## config.mk

```make
export PLATFORM = sky130hd
export DESIGN_NAME = rtc_burst_ctrl
export DESIGN_NICKNAME = d
export VERILOG_FILES = /design/src/rtl/rtc_pkg.sv /design/src/rtl/rtc_wait_timer.sv /design/src/rtl/rtc_burst_ctrl.sv
export SDC_FILE = /design/constraint.sdc
export NUM_CORES = 1
export LEC_CHECK = 0
export BUFFER_PORTS_ARGS = -buffer_cell sky130_fd_sc_hd__buf_2
export CAP_MARGIN = 20
export CORE_AREA = 2 2 46 48
export CTS_BUF_LIST = sky130_fd_sc_hd__clkbuf_2
export DETAILED_ROUTE_END_ITERATION = 6
export DIE_AREA = 0 0 48 50
export GPL_TIMING_DRIVEN = 0
export PLACE_DENSITY = 0.92
export SLEW_MARGIN = 10
export SYNTH_ARGS = -nofsm -noshare
export SYNTH_HDL_FRONTEND = slang
export SYNTH_HIERARCHICAL = 1
export SYNTH_SLANG_ARGS = --single-unit
```

## constraint.sdc

```tcl
create_clock -name clk -period 3.6 [get_ports clk]
set_input_delay 0.72 -clock clk [delete_from_list [all_inputs] [get_ports clk]]
set_output_delay 0.72 -clock clk [all_outputs]
set_load 0.01 [all_outputs]
```

## src/rtl/rtc_pkg.sv

```systemverilog
`default_nettype none
// ============================================================================
// Module      : rtc_pkg
// Description : Shared types and constants for the RTC register-burst logic.
// Revision    : 1.0 - initial release
// ============================================================================
package rtc_pkg;

    typedef enum logic [2:0] {
        ST_IDLE      = 3'd0,
        ST_CMD       = 3'd1,
        ST_CMD_WAIT  = 3'd2,
        ST_XFER      = 3'd3,
        ST_XFER_WAIT = 3'd4,
        ST_NEXT      = 3'd5,
        ST_FINISH    = 3'd6,
        ST_ABORT     = 3'd7
    } rtc_state_e;

    localparam logic OP_RD = 1'b0;
    localparam logic OP_WR = 1'b1;

    localparam logic [7:0] DEF_BASE_ADDR = 8'h21;
    localparam logic [7:0] DEF_CMD_ADDR  = 8'hF0;

endpackage
`default_nettype wire

```

## src/rtl/rtc_wait_timer.sv

```systemverilog
`default_nettype none
// ============================================================================
// Module      : rtc_wait_timer
// Description : Down-counter bounding how long a bus transaction may take.
// Revision    : 1.0 - initial release
// ============================================================================
module rtc_wait_timer #(
    parameter int TIMEOUT = 255,
    localparam int CNT_W  = $clog2(TIMEOUT + 1)
) (
    input  logic clk,
    input  logic reset,
    input  logic clr,
    input  logic en,
    output logic expired
);

    logic [CNT_W-1:0] count_q;
    logic [CNT_W-1:0] count_d;

    // Preset to TIMEOUT-1 so a wait that sees the zero count has lasted TIMEOUT cycles.
    always_comb begin
        count_d = count_q;
        if (clr) begin
            count_d = CNT_W'(TIMEOUT - 1);
        end else if (en && (count_q != '0)) begin
            count_d = count_q - CNT_W'(1);
        end
    end

    always_ff @(posedge clk) begin
        if (reset) begin
            count_q <= '0;
        end else begin
            count_q <= count_d;
        end
    end

    assign expired = (count_q == '0);

endmodule
`default_nettype wire

```

## src/rtl/rtc_burst_ctrl.sv

```systemverilog
`default_nettype none
// ============================================================================
// Module      : rtc_burst_ctrl
// Description : Read/write burst sequencer over consecutive RTC registers.
// Revision    : 1.0 - initial release
// ============================================================================
module rtc_burst_ctrl
    import rtc_pkg::*;
#(
    parameter int                NUM_REGS  = 9,
    parameter int                ADDR_W    = 8,
    parameter logic [ADDR_W-1:0] BASE_ADDR = ADDR_W'(DEF_BASE_ADDR),
    parameter bit                PRE_CMD   = 1'b1,
    parameter logic [ADDR_W-1:0] CMD_ADDR  = ADDR_W'(DEF_CMD_ADDR),
    parameter int                TIMEOUT   = 255
) (
    input  logic              clk,
    input  logic              reset,
    input  logic              start,
    input  logic              mode,
    input  logic              cycle_done,
    output logic              cyc_start,
    output logic              cyc_op,
    output logic              cmd_phase,
    output logic [ADDR_W-1:0] addr,
    output logic [3:0]        sel_reg,
    output logic              busy,
    output logic              done,
    output logic              err
);

    localparam logic [3:0] LAST_IDX = 4'(NUM_REGS - 1);

    rtc_state_e        state_q, state_d;
    logic              mode_q, mode_d;
    logic              err_q, err_d;
    logic [3:0]        index_q, index_d;
    logic              w_tmr_clr;
    logic              w_tmr_en;
    logic              w_tmr_expired;
    logic [ADDR_W-1:0] w_xfer_addr;

    assign w_xfer_addr = BASE_ADDR + ADDR_W'(index_q);

    rtc_wait_timer #(
        .TIMEOUT (TIMEOUT)
    ) u_wait_timer (
        .clk     (clk),
        .reset   (reset),
        .clr     (w_tmr_clr),
        .en      (w_tmr_en),
        .expired (w_tmr_expired)
    );

    always_ff @(posedge clk) begin
        if (reset) begin
            state_q <= ST_IDLE;
            mode_q  <= OP_RD;
            err_q   <= 1'b0;
            index_q <= 4'd0;
        end else begin
            state_q <= state_d;
            mode_q  <= mode_d;
            err_q   <= err_d;
            index_q <= index_d;
        end
    end

    always_comb begin
        state_d   = state_q;
        mode_d    = mode_q;
        err_d     = err_q;
        index_d   = index_q;
        w_tmr_clr = 1'b0;
        w_tmr_en  = 1'b0;
        cyc_start = 1'b0;
        cyc_op    = OP_RD;
        cmd_phase = 1'b0;
        addr      = '0;
        busy      = 1'b1;
        done      = 1'b0;

        case (state_q)
            ST_IDLE: begin
                busy = 1'b0;
                if (start) begin
                    mode_d  = mode;
                    err_d   = 1'b0;
                    index_d = 4'd0;
                    state_d = PRE_CMD ? ST_CMD : ST_XFER;
                end
            end
            ST_CMD: begin
                cyc_start = 1'b1;
                cyc_op    = OP_WR;
                cmd_phase = 1'b1;
                addr      = CMD_ADDR;
                w_tmr_clr = 1'b1;
                state_d   = ST_CMD_WAIT;
            end
            ST_CMD_WAIT: begin
                cyc_op    = OP_WR;
                cmd_phase = 1'b1;
                addr      = CMD_ADDR;
                w_tmr_en  = 1'b1;
                // A completion arriving on the expiry cycle still counts as success.
                if (cycle_done) begin
                    state_d = ST_XFER;
                end else if (w_tmr_expired) begin
                    err_d   = 1'b1;
                    state_d = ST_ABORT;
                end
            end
            ST_XFER: begin
                cyc_start = 1'b1;
                cyc_op    = mode_q;
                addr      = w_xfer_addr;
                w_tmr_clr = 1'b1;
                state_d   = ST_XFER_WAIT;
            end
            ST_XFER_WAIT: begin
                cyc_op   = mode_q;
                addr     = w_xfer_addr;
                w_tmr_en = 1'b1;
                if (cycle_done) begin
                    state_d = ST_NEXT;
                end else if (w_tmr_expired) begin
                    err_d   = 1'b1;
                    state_d = ST_ABORT;
                end
            end
            ST_NEXT: begin
                cyc_op = mode_q;
                addr   = w_xfer_addr;
                if (index_q == LAST_IDX) begin
                    state_d = ST_FINISH;
                end else begin
                    index_d = index_q + 4'd1;
                    state_d = ST_XFER;
                end
            end
            ST_FINISH: begin
                done    = 1'b1;
                index_d = 4'd0;
                state_d = ST_IDLE;
            end
            ST_ABORT: begin
                done    = 1'b1;
                index_d = 4'd0;
                state_d = ST_IDLE;
            end
            default: begin
                state_d = ST_IDLE;
            end
        endcase
    end

    assign sel_reg = index_q;
    assign err     = err_q;

endmodule
`default_nettype wire
```

### Yosys cells after proc, flatten, opt, wreduce, memory -nomap -nowiden

Cells that the tools add are included.
Widths: inputs -> output; s select.

| operators by class | value |
|---|---|
| $add $sub $neg | 3 |
| equality and inequality tests | 12 |
| mux-type cells | 22 |
| reduce and logical (&&, ||, !) cells | 16 |

Operators with widths:

| operator | count |
|---|---|
| $pmux 3 s7 | 1 |
| $mux 8 | 2 |
| $pmux 8 s2 | 1 |
| $mux 3 | 5 |
| $eq 3x3->1 const B | 4 |
| $pmux 4 s3 | 1 |
| $reduce_or 2->1 | 5 |
| $logic_not 8->1 | 1 |
| $mux 1 | 8 |
| $mux 4 | 2 |
| $reduce_bool 8->1 | 1 |
| $sub 8x1->8 const B | 1 |
| $add 6x4->7 const A | 1 |
| $eq 3x2->1 const B | 2 |
| $ne 2x2->1 const B | 3 |
| $add 4x1->4 const B | 1 |
| $eq 4x4->1 const B | 1 |
| $pmux 1 s2 | 2 |
| $reduce_and 4->1 | 1 |
| $reduce_bool 2->1 | 2 |
| $eq 3x1->1 const B | 1 |
| $logic_not 3->1 | 1 |
| $reduce_and 3->1 | 1 |
| $reduce_bool 3->1 | 1 |
| other kinds (4) | 4 |

| storage, ports and cells | value |
|---|---|
| register bits | 17 |
| input port bits | 5 |
| logic and storage cells | 59 |

### Longest topological paths before layout

Gate-level depths: netlist (run 1).

| logic depth | value |
|---|---|
| depth in word-level cells | 6 |
| gate-level depth with buffers | 7 |
| mapped depth without buffers | 7 |

### Modules after synthesis

Netlist (run 1), hierarchy kept.

Modules (own cells, without submodules):

| module | instances | cells each | area each (um^2) | seq. area each (um^2) |
|---|---|---|---|---|
| rtc_burst_ctrl | 1 | 78 | 629.4 | 180.2 |
| rtc_wait_timer | 1 | 49 | 452.9 | 160.2 |

### Worst setup path before layout (run 1)

No wires, ideal clock.

| path | value |
|---|---|
| kind | flip-flop to output port |
| from | register state_q[0] |
| to | output port addr[4] |
| arrival time | 1.330 ns |
| required time | 2.880 ns |
| path slack | 1.550 ns |
| cell stages (with the launch flop) | 4 |
| cell sequence | dfxtp_1 > nor2b_1 > mux2i_1 > o22ai_1 |

| between the ends | value |
|---|---|
| word-level cells in the longest chain between the ends | 3 |

RTL lines:

| element | RTL line | source |
|---|---|---|
| start, declared | rtc_burst_ctrl.sv:34 | `rtc_state_e state_q, state_d;` |
| start signal, assigned | rtc_burst_ctrl.sv:62 | `state_q <= state_d;` |
| $eq 3x3->1, or another cell as far along | rtc_burst_ctrl.sv:83 | `case (state_q)` |
| $reduce_or 3->1 (no source line) / $reduce_or 2->1 (equally long branches) | n/a |  |
| $pmux 8 s2 (*) | rtc_burst_ctrl.sv:83 |  |
| end, declared | rtc_burst_ctrl.sv:25 | `output logic [ADDR_W-1:0] addr,` |

Mark *: on every way between the ends. The rest lies on a longest branch, timed or not.

### Final worst setup path (run 1)

| path | value |
|---|---|
| from | register state_q[2] |
| to | output port addr[5] |

Same word-level chain as after synthesis.

==> impl_metrics.env, run 1 <==
export IMPL_hold_path_class="flip-flop to flip-flop"
export IMPL_firstDrtPassIters=4
export IMPL_cts_resized=0
export IMPL_synth_cell_type_count=45
export IMPL_cp_slowest_cell="mux2i_1"
export IMPL_h_tree_depth=1
export IMPL_wl_per_cell_um=14.2
export IMPL_timing_final_ws_setup_ns=0.965
export IMPL_overflow=0
export IMPL_fin_total_pwr_uw=848
export IMPL_r2r_start="u_wait_timer/count_q[0]"
export IMPL_finClkSkew_ns=0.00235
export IMPL_wirelength_mm=2.55
export IMPL_clk_pin_slew_ns=0.17
export IMPL_dp_hpwl_mm=1.86
export IMPL_worst_r2r_path_depth=7
export IMPL_required_ns=2.88
export IMPL_ys_async_sr_fraction_pct=0
export IMPL_crit_buf_inv=1
export IMPL_yosys_warnings=6
export IMPL_cts_buffer_depth=2
export IMPL_outcome="complete, no violations"
export IMPL_ctsHoldBuffers=0
export IMPL_die_area_mm2=0.00240
export IMPL_synth_edff_count=0
export IMPL_tightest_slew_ns=0.609
export IMPL_largest_register_ffs=8
export IMPL_setup_viol=0
export IMPL_placed_area_mm2=0.00123
export IMPL_finalCriticalPeriod_ns=2.63
export IMPL_ys_seq_area_share_pct=31.4
export IMPL_syn_nets=136
export IMPL_timing_fmax_ghz=0.380
export IMPL_hp_start="mode_q"
export IMPL_ys_flop_type="dfxtp_1"
export IMPL_slew_violations=0
export IMPL_drtIter0Drc=20
export IMPL_cts_setup_buffers=0
export IMPL_netlist_instances=127
export IMPL_final_nets=163
export IMPL_stdcell_area_mm2=0.00125
export IMPL_grt_max_degree=11
export IMPL_whs_path_depth=2
export IMPL_p_leak_nw=0.523
export IMPL_cts_sinks=17
export IMPL_fin_hold_ws_ns=0.526
export IMPL_routabilityCongestion=0.873
export IMPL_die_h_um=50
export IMPL_finalCritPeriodShare_pct=73.2
export IMPL_initial_core_util_pct=56.9
export IMPL_grt_setup_unrepaired="false"
export IMPL_timing_setup_tns_ns=0
export IMPL_insertion_delay_ns=0.32
export IMPL_crit_chain="nor2b_1, mux2i_1, o21ai_0, buf_2"
export IMPL_syn_to_final_growth_pct=15.1
export IMPL_cts_root_buf="clkbuf_2"
export IMPL_core_mm2=0.00190
export IMPL_grt_pass1_vias=967
export IMPL_ys_ff_latch=17
export IMPL_cpPeakStageDelay_ns=0.53
export IMPL_avgSynthCellArea_um2=8.52
export IMPL_finalHoldViolCount=0
export IMPL_final_core_util_pct=65.5
export IMPL_power_density_mw_per_mm2=681
export IMPL_reg2reg_slack_ns=1.53
export IMPL_r2r_end="state_q[0]"
export IMPL_vdd_ir_drop_max_v=0.000449
export IMPL_num_vias=1038
export IMPL_cts_tree="done"
export IMPL_cts_inserted_buffers=3
export IMPL_syn_cell_area_mm2=0.00108
export IMPL_maxCapViolCount=0
export IMPL_cp_start_kind="flip-flop"
export IMPL_cp_top_family="multiplexers"
export IMPL_final_cell_count_no_fill=180
export IMPL_cp_max_fo=8
export IMPL_die_x_um=48
export IMPL_ant_nets=0
export IMPL_grt_pass1_wl_mm=4.26
export IMPL_num_antenna_cells=0
export IMPL_critPathKind="flip-flop to output port"
export IMPL_rows=16
export IMPL_crit_path_end_kind="output port"
export IMPL_crit_arrival_ns=1.91
export IMPL_holdPathEnd="mode_q"
export IMPL_routed_via_density=5.77
export IMPL_grt_usage_pct=25.1
export IMPL_port_buffers=22
export IMPL_slew_headroom_pct=58.2
export IMPL_drive_gt1_share_pct=24.2
export IMPL_preCtsSetupSlack_ns=1.43
export IMPL_io_pin_count=23
export IMPL_antenna_found_initial=0
export IMPL_drc=0
export IMPL_place_inst=176
cells by family (layout without fill, tap and decap cells):
kind of cell | count (synthesis) | in the layout | share of synthesized area [%]
buf+inv | 15 | 41 | 5.90
mux | 3 | 3 | 2.77
simple gates | 49 | 49 | 27.2
flops | 17 | 17 | 31.4
xor+xnor | 9 | 9 | 7.28
compound gates | 30 | 30 | 20.8
fa+ha+maj | 4 | 4 | 4.62
power by group:
group	total (mW)	switching, mW	internal (mW)
combinational	0.466	0.262	0.204
sequential	0.288	0.0560	0.232
clock	0.0941	0.0647	0.0294
total	0.848	0.383	0.466
Yosys cell counts (4+ instances only):
master / n / area, um2
o211ai_1: 4 / 30.0
nor2b_1: 5 / 31.3
xor2_1: 6 / 52.6
ha_1: 4 / 50.1
nor3_1: 6 / 30.0
nor2_1: 12 / 45.0
dfxtp_1: 17 / 340
inv_1: 8 / 30.0
nand2b_1: 4 / 25.0
a21oi_1: 8 / 40.0
per-layer routing:
layer  up-vias  wire, um  part of all wire [%]  global-route usage (%)
met2        36      1260                    49                    39.6
met5         -         0                     0                       0
met1       487      1130                    44                    32.4
met4         0        53                   2.1                    11.7
li1        510         -                     -                       -
met3         5       111                   4.3                    3.66
layout make-up:
class                      count  area [um2]
clock buffer                   4        20.0
fill                         156         656
sequential                    17         340
timing repair buffer          22         110
inverter                       8        30.0
multi-input combinational     95         678
buffer                         7        33.8
tap                           27        33.8
worst max path at each step:
stage | startpoint | endpoint | cells after the start
final | state_q[2] | addr[5] | 4
after global routing | state_q[2] | addr[5] | 4
after CTS | state_q[2] | addr[5] | 4
after detailed placement | state_q[0] | cyc_op | 4
after global placement | state_q[0] | addr[4] | 4
after floorplan | state_q[0] | addr[4] | 3
placed cells by master, fill, tap and decap left out, drive strengths merged, types with 2 or more instances in the layout:
cell type / count
buf: 27
dfxtp: 17
nor2: 12
inv: 8
a21oi: 8
nor3: 7
xor2: 6
clkbuf: 6
nor2b: 5
nand2b: 4
o211ai: 4
ha: 4
xnor2: 3
or3: 3
mux2i: 3
nand3: 3
a311oi: 3
and2: 2
o21ai: 2
o22ai: 2
and3b: 2
a211oi: 2
nand2: 2
or4b: 2
o21a: 2
worst min-delay path, cell delays in order, from the launching register on:
cell and delay, ns:
dfxtp_1 0.36, mux2i_1 0.07, nor2_1 0.07
Note: power is estimated with default switching activity, not from simulation.
==> run 2, diff against run 1 <==
--- a/config.mk
+++ b/config.mk
@@ -5,14 +5,15 @@
 export SDC_FILE = /design/constraint.sdc
 export NUM_CORES = 1
 export LEC_CHECK = 0
+export ABC_AREA = 1
 export BUFFER_PORTS_ARGS = -buffer_cell sky130_fd_sc_hd__buf_2
 export CAP_MARGIN = 20
-export CORE_AREA = 2 2 46 48
+export CORE_AREA = 2 2 43 61
 export CTS_BUF_LIST = sky130_fd_sc_hd__clkbuf_2
 export DETAILED_ROUTE_END_ITERATION = 6
-export DIE_AREA = 0 0 48 50
+export DIE_AREA = 0 0 45 63
 export GPL_TIMING_DRIVEN = 0
-export PLACE_DENSITY = 0.92
+export PLACE_DENSITY = 0.84
 export SLEW_MARGIN = 10
 export SYNTH_ARGS = -nofsm -noshare
 export SYNTH_HDL_FRONTEND = slang
==> constraint.sdc (replaced) <==
create_clock -name clk -period 2.2 [get_ports clk]
set_input_delay 0.44 -clock clk [delete_from_list [all_inputs] [get_ports clk]]
set_output_delay 0.44 -clock clk [all_outputs]
set_load 0.01 [all_outputs]
==> run 2 against run 1 <==
- critical path type unchanged
- power up 100%
- combinational power up 130%
- wire length down 13%
- highest routed layer unchanged
- worst hold slack worse by 0.12 ns
- register-to-register slack worse by 0.84 ns
==> impl_metrics.env, run 2 <==
export IMPL_drtIter0Drc=30
export IMPL_p_leak_nw=0.688
export IMPL_synth_top_family_by_area="simple AND/OR/NAND/NOR gates"
export IMPL_cts_setup_buffers=0
export IMPL_cp_max_fo=7
export IMPL_r2r_end="u_wait_timer/count_q[5]"
export IMPL_cpMostUsedCell="nand2_1"
export IMPL_finClkSkew_ns=0.00395
export IMPL_clk_pin_slew_ns=0.15
export IMPL_netlist_instances=184
export IMPL_die_h_um=63
export IMPL_r2r_start="state_q[1]"
export IMPL_yosys_mux_area_fraction_pct=0
export IMPL_ctsHoldBuffers=0
export IMPL_whs_path_depth=3
export IMPL_wirelength_mm=2.23
export IMPL_cts_root_buf="clkbuf_2"
export IMPL_slew_violations=0
export IMPL_dp_hpwl_mm=1.77
export IMPL_crit_arrival_ns=1.54
export IMPL_maxCapViolCount=0
export IMPL_final_nets=220
export IMPL_cts_buffer_depth=2
export IMPL_setup_viol=0
export IMPL_netlist_top_cells_area="dfxtp_1, nand2_1, inv_1"
export IMPL_finalHoldViolCount=0
export IMPL_grt_max_degree=13
export IMPL_yosysTopAreaCell="dfxtp_1"
export IMPL_initial_core_util_pct=48.2
export IMPL_die_x_um=45
export IMPL_synth_top_cells_by_count="nand2_1, inv_1, nor2_1"
export IMPL_hold_path_class="input pin to flip-flop"
export IMPL_ys_async_sr_fraction_pct=0
export IMPL_nFillCells=277
export IMPL_required_ns=1.76
export IMPL_grt_pass1_vias=1018
export IMPL_syn_to_final_growth_pct=14.3
export IMPL_cpPeakStageDelay_ns=0.48
export IMPL_yosys_area_top_type_share_pct=30.6
export IMPL_finalCritPeriodShare_pct=90.2
export IMPL_holdPathEnd="mode_q"
export IMPL_finalCriticalPeriod_ns=1.98
export IMPL_h_tree_depth=1
export IMPL_routed_via_density=5.02
export IMPL_io_pin_count=23
export IMPL_drive_gt1_share_pct=17.1
export IMPL_multi_input_comb_area_um2=642
export IMPL_port_buffers=22
export IMPL_synth_most_common_cell="nand2_1"
export IMPL_cts_tree="done"
export IMPL_cp_slowest_cell="dfxtp_1"
export IMPL_ys_flop_type="dfxtp_1"
export IMPL_cts_resized=0
export IMPL_final_common_cell="nand2_1"
export IMPL_seq_area_um2=340
export IMPL_hp_start="mode"
export IMPL_reg2reg_slack_ns=0.69
export IMPL_firstDrtPassIters=6
export IMPL_synth_xor_area_share_pct=0.787
export IMPL_ys_ff_latch=17
export IMPL_slew_headroom_pct=81.6
export IMPL_crit_path_end_kind="output port"
export IMPL_tightest_slew_ns=0.275
export IMPL_overflow=0
export IMPL_synth_cell_type_count=16
export IMPL_grt_pass1_wl_mm=3.86
export IMPL_num_vias=1170
export IMPL_syn_nets=193
export IMPL_die_area_mm2=0.00284
export IMPL_cp_start_kind="flip-flop"
export IMPL_critPathKind="flip-flop to output port"
export IMPL_largest_register_ffs=8
export IMPL_core_mm2=0.00231
export IMPL_insertion_delay_ns=0.30
export IMPL_outcome="complete, no violations"
export IMPL_worst_r2r_path_depth=9
export IMPL_synth_edff_count=0
export IMPL_ys_seq_area_share_pct=30.6
export IMPL_routabilityCongestion=0.911
export IMPL_num_antenna_cells=0
export IMPL_grt_usage_pct=17.7
export IMPL_yosys_warnings=6
export IMPL_rows=21
export IMPL_yosys_area_share_adder_pct=4.49
export IMPL_crit_chain="nor2_1, nand2_1, nand2_1, nor2_2, o21ai_0, buf_2"
export IMPL_antenna_found_initial=0
export IMPL_final_cell_mix="nand2_1, inv_1, nor2_1"
export IMPL_synth_simple_area_share_pct=38.8
export IMPL_timing_setup_tns_ns=0
export IMPL_cts_sinks=17
export IMPL_synth_compound_area_share_pct=13.6
export IMPL_timing_fmax_ghz=0.504
export IMPL_vdd_ir_drop_max_v=0.000726
export IMPL_ant_nets=0
export IMPL_grt_setup_unrepaired="false"
export IMPL_wl_per_cell_um=9.58
export IMPL_avgSynthCellArea_um2=6.05
export IMPL_power_density_mw_per_mm2=1370
export IMPL_syn_cell_area_mm2=0.00111
export IMPL_fin_total_pwr_mw=1.74
export IMPL_drc=0
export IMPL_cts_inserted_buffers=3
## run 2: cell count changes in the layout (fill, tap and decap cells not counted), moves of 4 or more
cell,previous run,this run
a21oi_1,8,13
o211ai_1,4,0
xor2_1,6,1
nor2_1,12,23
nand2_1,2,53
nor2b_1,5,0
nand3_1,3,14
o21ai_0,2,14
inv_1,8,31
nand2b_1,4,0
nor3_1,6,2
## run 2: cells by family (layout without fill, tap and decap cells)
logic type               after synthesis  count (layout)
flip-flops                            17              17
adder cells (fa/ha/maj)                4               4
buffers and inverters                 33              59
AO/OA/AOI/OAI                         28              28
XOR/XNOR                               1               1
AND/OR/NAND/NOR                      101             101
## run 2: worst max path at each step
stage                     from  endpoint  slack (ns)  cells past startpoint
floorplan           sel_reg[0]   addr[4]        0.65                      5
global placement    state_q[1]   addr[4]        0.55                      6
detailed placement  state_q[1]   addr[4]        0.56                      6
CTS                 state_q[1]   addr[4]        0.18                      6
global route        state_q[1]    cyc_op        0.04                      6
finish              state_q[1]   addr[4]        0.22                      6
## run 2: worst max-delay path, delay by kind of cell, from the launching register on
family | cells | cell delay, ns
AND/OR/NAND/NOR | 4 | 0.53
AO/OA/AOI/OAI | 1 | 0.10
flip-flops | 1 | 0.48
buffers and inverters | 1 | 0.14
## run 2: cell type report
type	count	area share, %
multi-input combinational	134	50.4
timing repair buffer	22	8.65
tap	23	2.26
inverter	31	9.14
sequential	17	26.7
buffer	2	1.18
clock buffer	4	1.57
## run 2: power by group
group | internal, mW | switching (mW)
Clock | 0.0482 | 0.0958
Combinational | 0.414 | 0.675
Sequential | 0.397 | 0.108
Total | 0.859 | 0.879
## run 2: through the flow
stage	instances	hold WS, ns	setup WS (ns)	utilization, %	area [um2]
CTS	233	0.394	0.180	55.0	1270
finish	233	0.404	0.215	55.0	1270
floorplan	184	0.424	0.650	-	1110
global placement	229	0.442	0.549	54.2	1250
global route	233	0.390	0.0384	55.0	1270
detailed placement	229	0.445	0.563	54.2	1250
## run 2: metal layers
layer / share of wire (%) / GRT usage (%) / vias to the layer above
met2: 50 / 32.5 / 30
met3: 4.6 / 1.73 / 7
li1: - / - / 626
met1: 43 / 18.2 / 507
met4: 2.6 / 9.19 / 0
met5: 0 / 0 / -
==> run 3, diff against run 2 <==
--- a/config.mk
+++ b/config.mk
@@ -8,14 +8,13 @@
 export ABC_AREA = 1
 export BUFFER_PORTS_ARGS = -buffer_cell sky130_fd_sc_hd__buf_2
 export CAP_MARGIN = 20
-export CORE_AREA = 2 2 43 61
+export CORE_AREA = 2 2 44 62
 export CTS_BUF_LIST = sky130_fd_sc_hd__clkbuf_2
 export DETAILED_ROUTE_END_ITERATION = 6
-export DIE_AREA = 0 0 45 63
+export DIE_AREA = 0 0 46 64
 export GPL_TIMING_DRIVEN = 0
 export PLACE_DENSITY = 0.84
 export SLEW_MARGIN = 10
 export SYNTH_ARGS = -nofsm -noshare
 export SYNTH_HDL_FRONTEND = slang
-export SYNTH_HIERARCHICAL = 1
 export SYNTH_SLANG_ARGS = --single-unit
==> run 3 against run 2 <==
- sequential share of layout area decreased by 1.4 points
- count of clock-buffer cells in the layout decreased by 1
- register-to-register slack improved by 0.06 ns
==> impl_metrics.env, run 3 <==
export IMPL_clk_pin_slew_ns=0.17
export IMPL_final_nets=230
export IMPL_drtIter0Drc=29
export IMPL_ctsHoldBuffers=0
export IMPL_maxCapViolCount=0
export IMPL_final_core_util_pct=56.9
export IMPL_grt_usage_pct=20.5
export IMPL_die_h_um=64
export IMPL_cp_start_kind="flip-flop"
export IMPL_cts_inserted_buffers=3
export IMPL_yosys_warnings=0
export IMPL_antenna_found_initial=0
export IMPL_syn_to_final_growth_pct=13.8
export IMPL_final_cell_count_no_fill=243
export IMPL_finalCritPeriodShare_pct=90.7
export IMPL_insertion_delay_ns=0.29
export IMPL_synth_top_cells_by_count="nand2_1, nor2_1, inv_1"
export IMPL_synth_most_common_cell="nand2_1"
export IMPL_syn_cell_area_mm2=0.00118
export IMPL_grt_pass1_wl_mm=4.65
export IMPL_finClkSkew_ns=0.00930
export IMPL_ant_nets=0
export IMPL_cts_sinks=17
export IMPL_cp_max_fo=6
export IMPL_final_cell_mix="nand2_1, nor2_1, inv_1"
export IMPL_p_leak_nw=0.749
export IMPL_cts_setup_buffers=0
export IMPL_crit_path_end_kind="output port"
export IMPL_place_inst=239
export IMPL_yosys_area_top_type_share_pct=28.8
export IMPL_cts_tree="done"
export IMPL_cpPeakStageDelay_ns=0.49
export IMPL_power_density_mw_per_mm2=1490
export IMPL_multi_input_comb_area_um2=681
export IMPL_h_tree_depth=1
export IMPL_initial_core_util_pct=50.0
export IMPL_dp_hpwl_mm=2.14
export IMPL_nFillCells=243
export IMPL_cts_root_buf="clkbuf_2"
export IMPL_grt_setup_unrepaired="false"
export IMPL_vdd_ir_drop_max_v=0.00101
export IMPL_netlist_top_cells_area="dfxtp_1, nand2_1, nor2_1"
export IMPL_crit_chain="inv_2, nand2_2, inv_1, a21oi_2, o21ai_0, buf_2"
export IMPL_drc=0
export IMPL_avgSynthCellArea_um2=6.09
export IMPL_fin_total_pwr_mw=2.01
export IMPL_routabilityCongestion=0.831
export IMPL_grt_max_degree=11
export IMPL_port_buffers=22
export IMPL_num_antenna_cells=0
export IMPL_tightest_slew_ns=0.307
export IMPL_setup_viol=0
export IMPL_final_common_cell="nand2_1"
export IMPL_overflow=0
export IMPL_die_x_um=46
export IMPL_firstDrtPassIters=4
export IMPL_num_vias=1248
export IMPL_timing_fmax_ghz=0.501
export IMPL_hold_path_class="input pin to flip-flop"
export IMPL_syn_nets=203
export IMPL_synth_cell_type_count=23
export IMPL_netlist_instances=194
export IMPL_seq_area_um2=340
export IMPL_critPathKind="flip-flop to output port"
export IMPL_finalCriticalPeriod_ns=1.99
export IMPL_timing_final_ws_setup_ns=0.206
export IMPL_preCtsSetupSlack_ns=0.410
export IMPL_drive_gt1_share_pct=21.8
export IMPL_die_area_mm2=0.00294
export IMPL_timing_setup_tns_ns=0
export IMPL_cp_slowest_cell="dfxtp_1"
export IMPL_routed_via_density=5.14
export IMPL_core_mm2=0.00236
export IMPL_synth_edff_count=0
export IMPL_ys_seq_area_share_pct=28.8
export IMPL_grt_pass1_vias=1146
export IMPL_wl_per_cell_um=10.9
export IMPL_wirelength_mm=2.65
export IMPL_ys_ff_latch=17
export IMPL_slew_headroom_pct=79.5
export IMPL_finalHoldViolCount=0
export IMPL_slew_violations=0
export IMPL_ys_async_sr_fraction_pct=0
export IMPL_crit_arrival_ns=1.55
export IMPL_yosysTopAreaCell="dfxtp_1"
export IMPL_outcome="complete, no violations"
export IMPL_required_ns=1.76
export IMPL_io_pin_count=23
export IMPL_cts_resized=0
export IMPL_rows=21
export IMPL_largest_register_ffs=8
export IMPL_cts_buffer_depth=2
export IMPL_ys_flop_type="dfxtp_1"
run 3: cell types whose count changed in the layout (fill, tap and decap cells not counted), sizes merged, moves of 2 or more:
cell and change:
inv +3, nand2 -6, buf +2, a21oi -4, nor3 -2, nor2 +6, nand3 +7
run 3: cell families after synthesis:
| kind of cell | Yosys count | share of synthesized area (%) |
|---|---|---|
| compound gates | 24 | 10.7 |
| xor+xnor | 3 | 2.22 |
| fa+ha+maj | 4 | 4.23 |
| buf+inv | 38 | 14.0 |
| flops | 17 | 28.8 |
| simple gates | 108 | 40.1 |
run 3: metal layers:
metal / vias up / routed length, um / GRT usage, %
li1: 654 / - / -
met1: 562 / 1130 / 23.5
met2: 30 / 1410 / 37.8
met3: 2 / 98 / 2.54
met4: 0 / 12 / 4.64
met5: - / 0 / 0
run 3: critical path, delay by kind of cell, from the launching register on:
kind | cells | cell delay [ns]
simple gates | 1 | 0.12
flops | 1 | 0.49
buf+inv | 3 | 0.31
compound gates | 2 | 0.34
run 3: stage by stage:
step / instance area (um2) / hold slack (ns)
after floorplan: 1180 / 0.424
after global placement: 1320 / 0.434
after detailed placement: 1320 / 0.442
after CTS: 1340 / 0.366
after global routing: 1350 / 0.346
final: 1350 / 0.368
run 3: power by group:
group	switching, mW	internal (mW)
combinational	0.816	0.497
clock	0.0977	0.0412
sequential	0.135	0.420
total	1.05	0.959
run 3: cell type report:
cell class / count / share of cell area (%)
Buffer: 4 / 2.79
Clock buffer: 3 / 1.12
Clock inverter: 1 / 0.372
Inverter: 34 / 9.49
Multi-Input combinational cell: 139 / 50.6
Sequential cell: 17 / 25.3
Tap cell: 23 / 2.14
Timing Repair Buffer: 22 / 8.19
run 3: path summary, 6_finish.rpt:
check / start / to / slack [ns] / cells past startpoint
min reg2reg: err / err / 0.46 / 2
max reg2reg: u_wait_timer.count_q[2] / u_wait_timer.count_q[6] / 0.75 / 8
max: state_q[1] / addr[4] / 0.21 / 6
min: reset / state_q[1] / 0.37 / 2
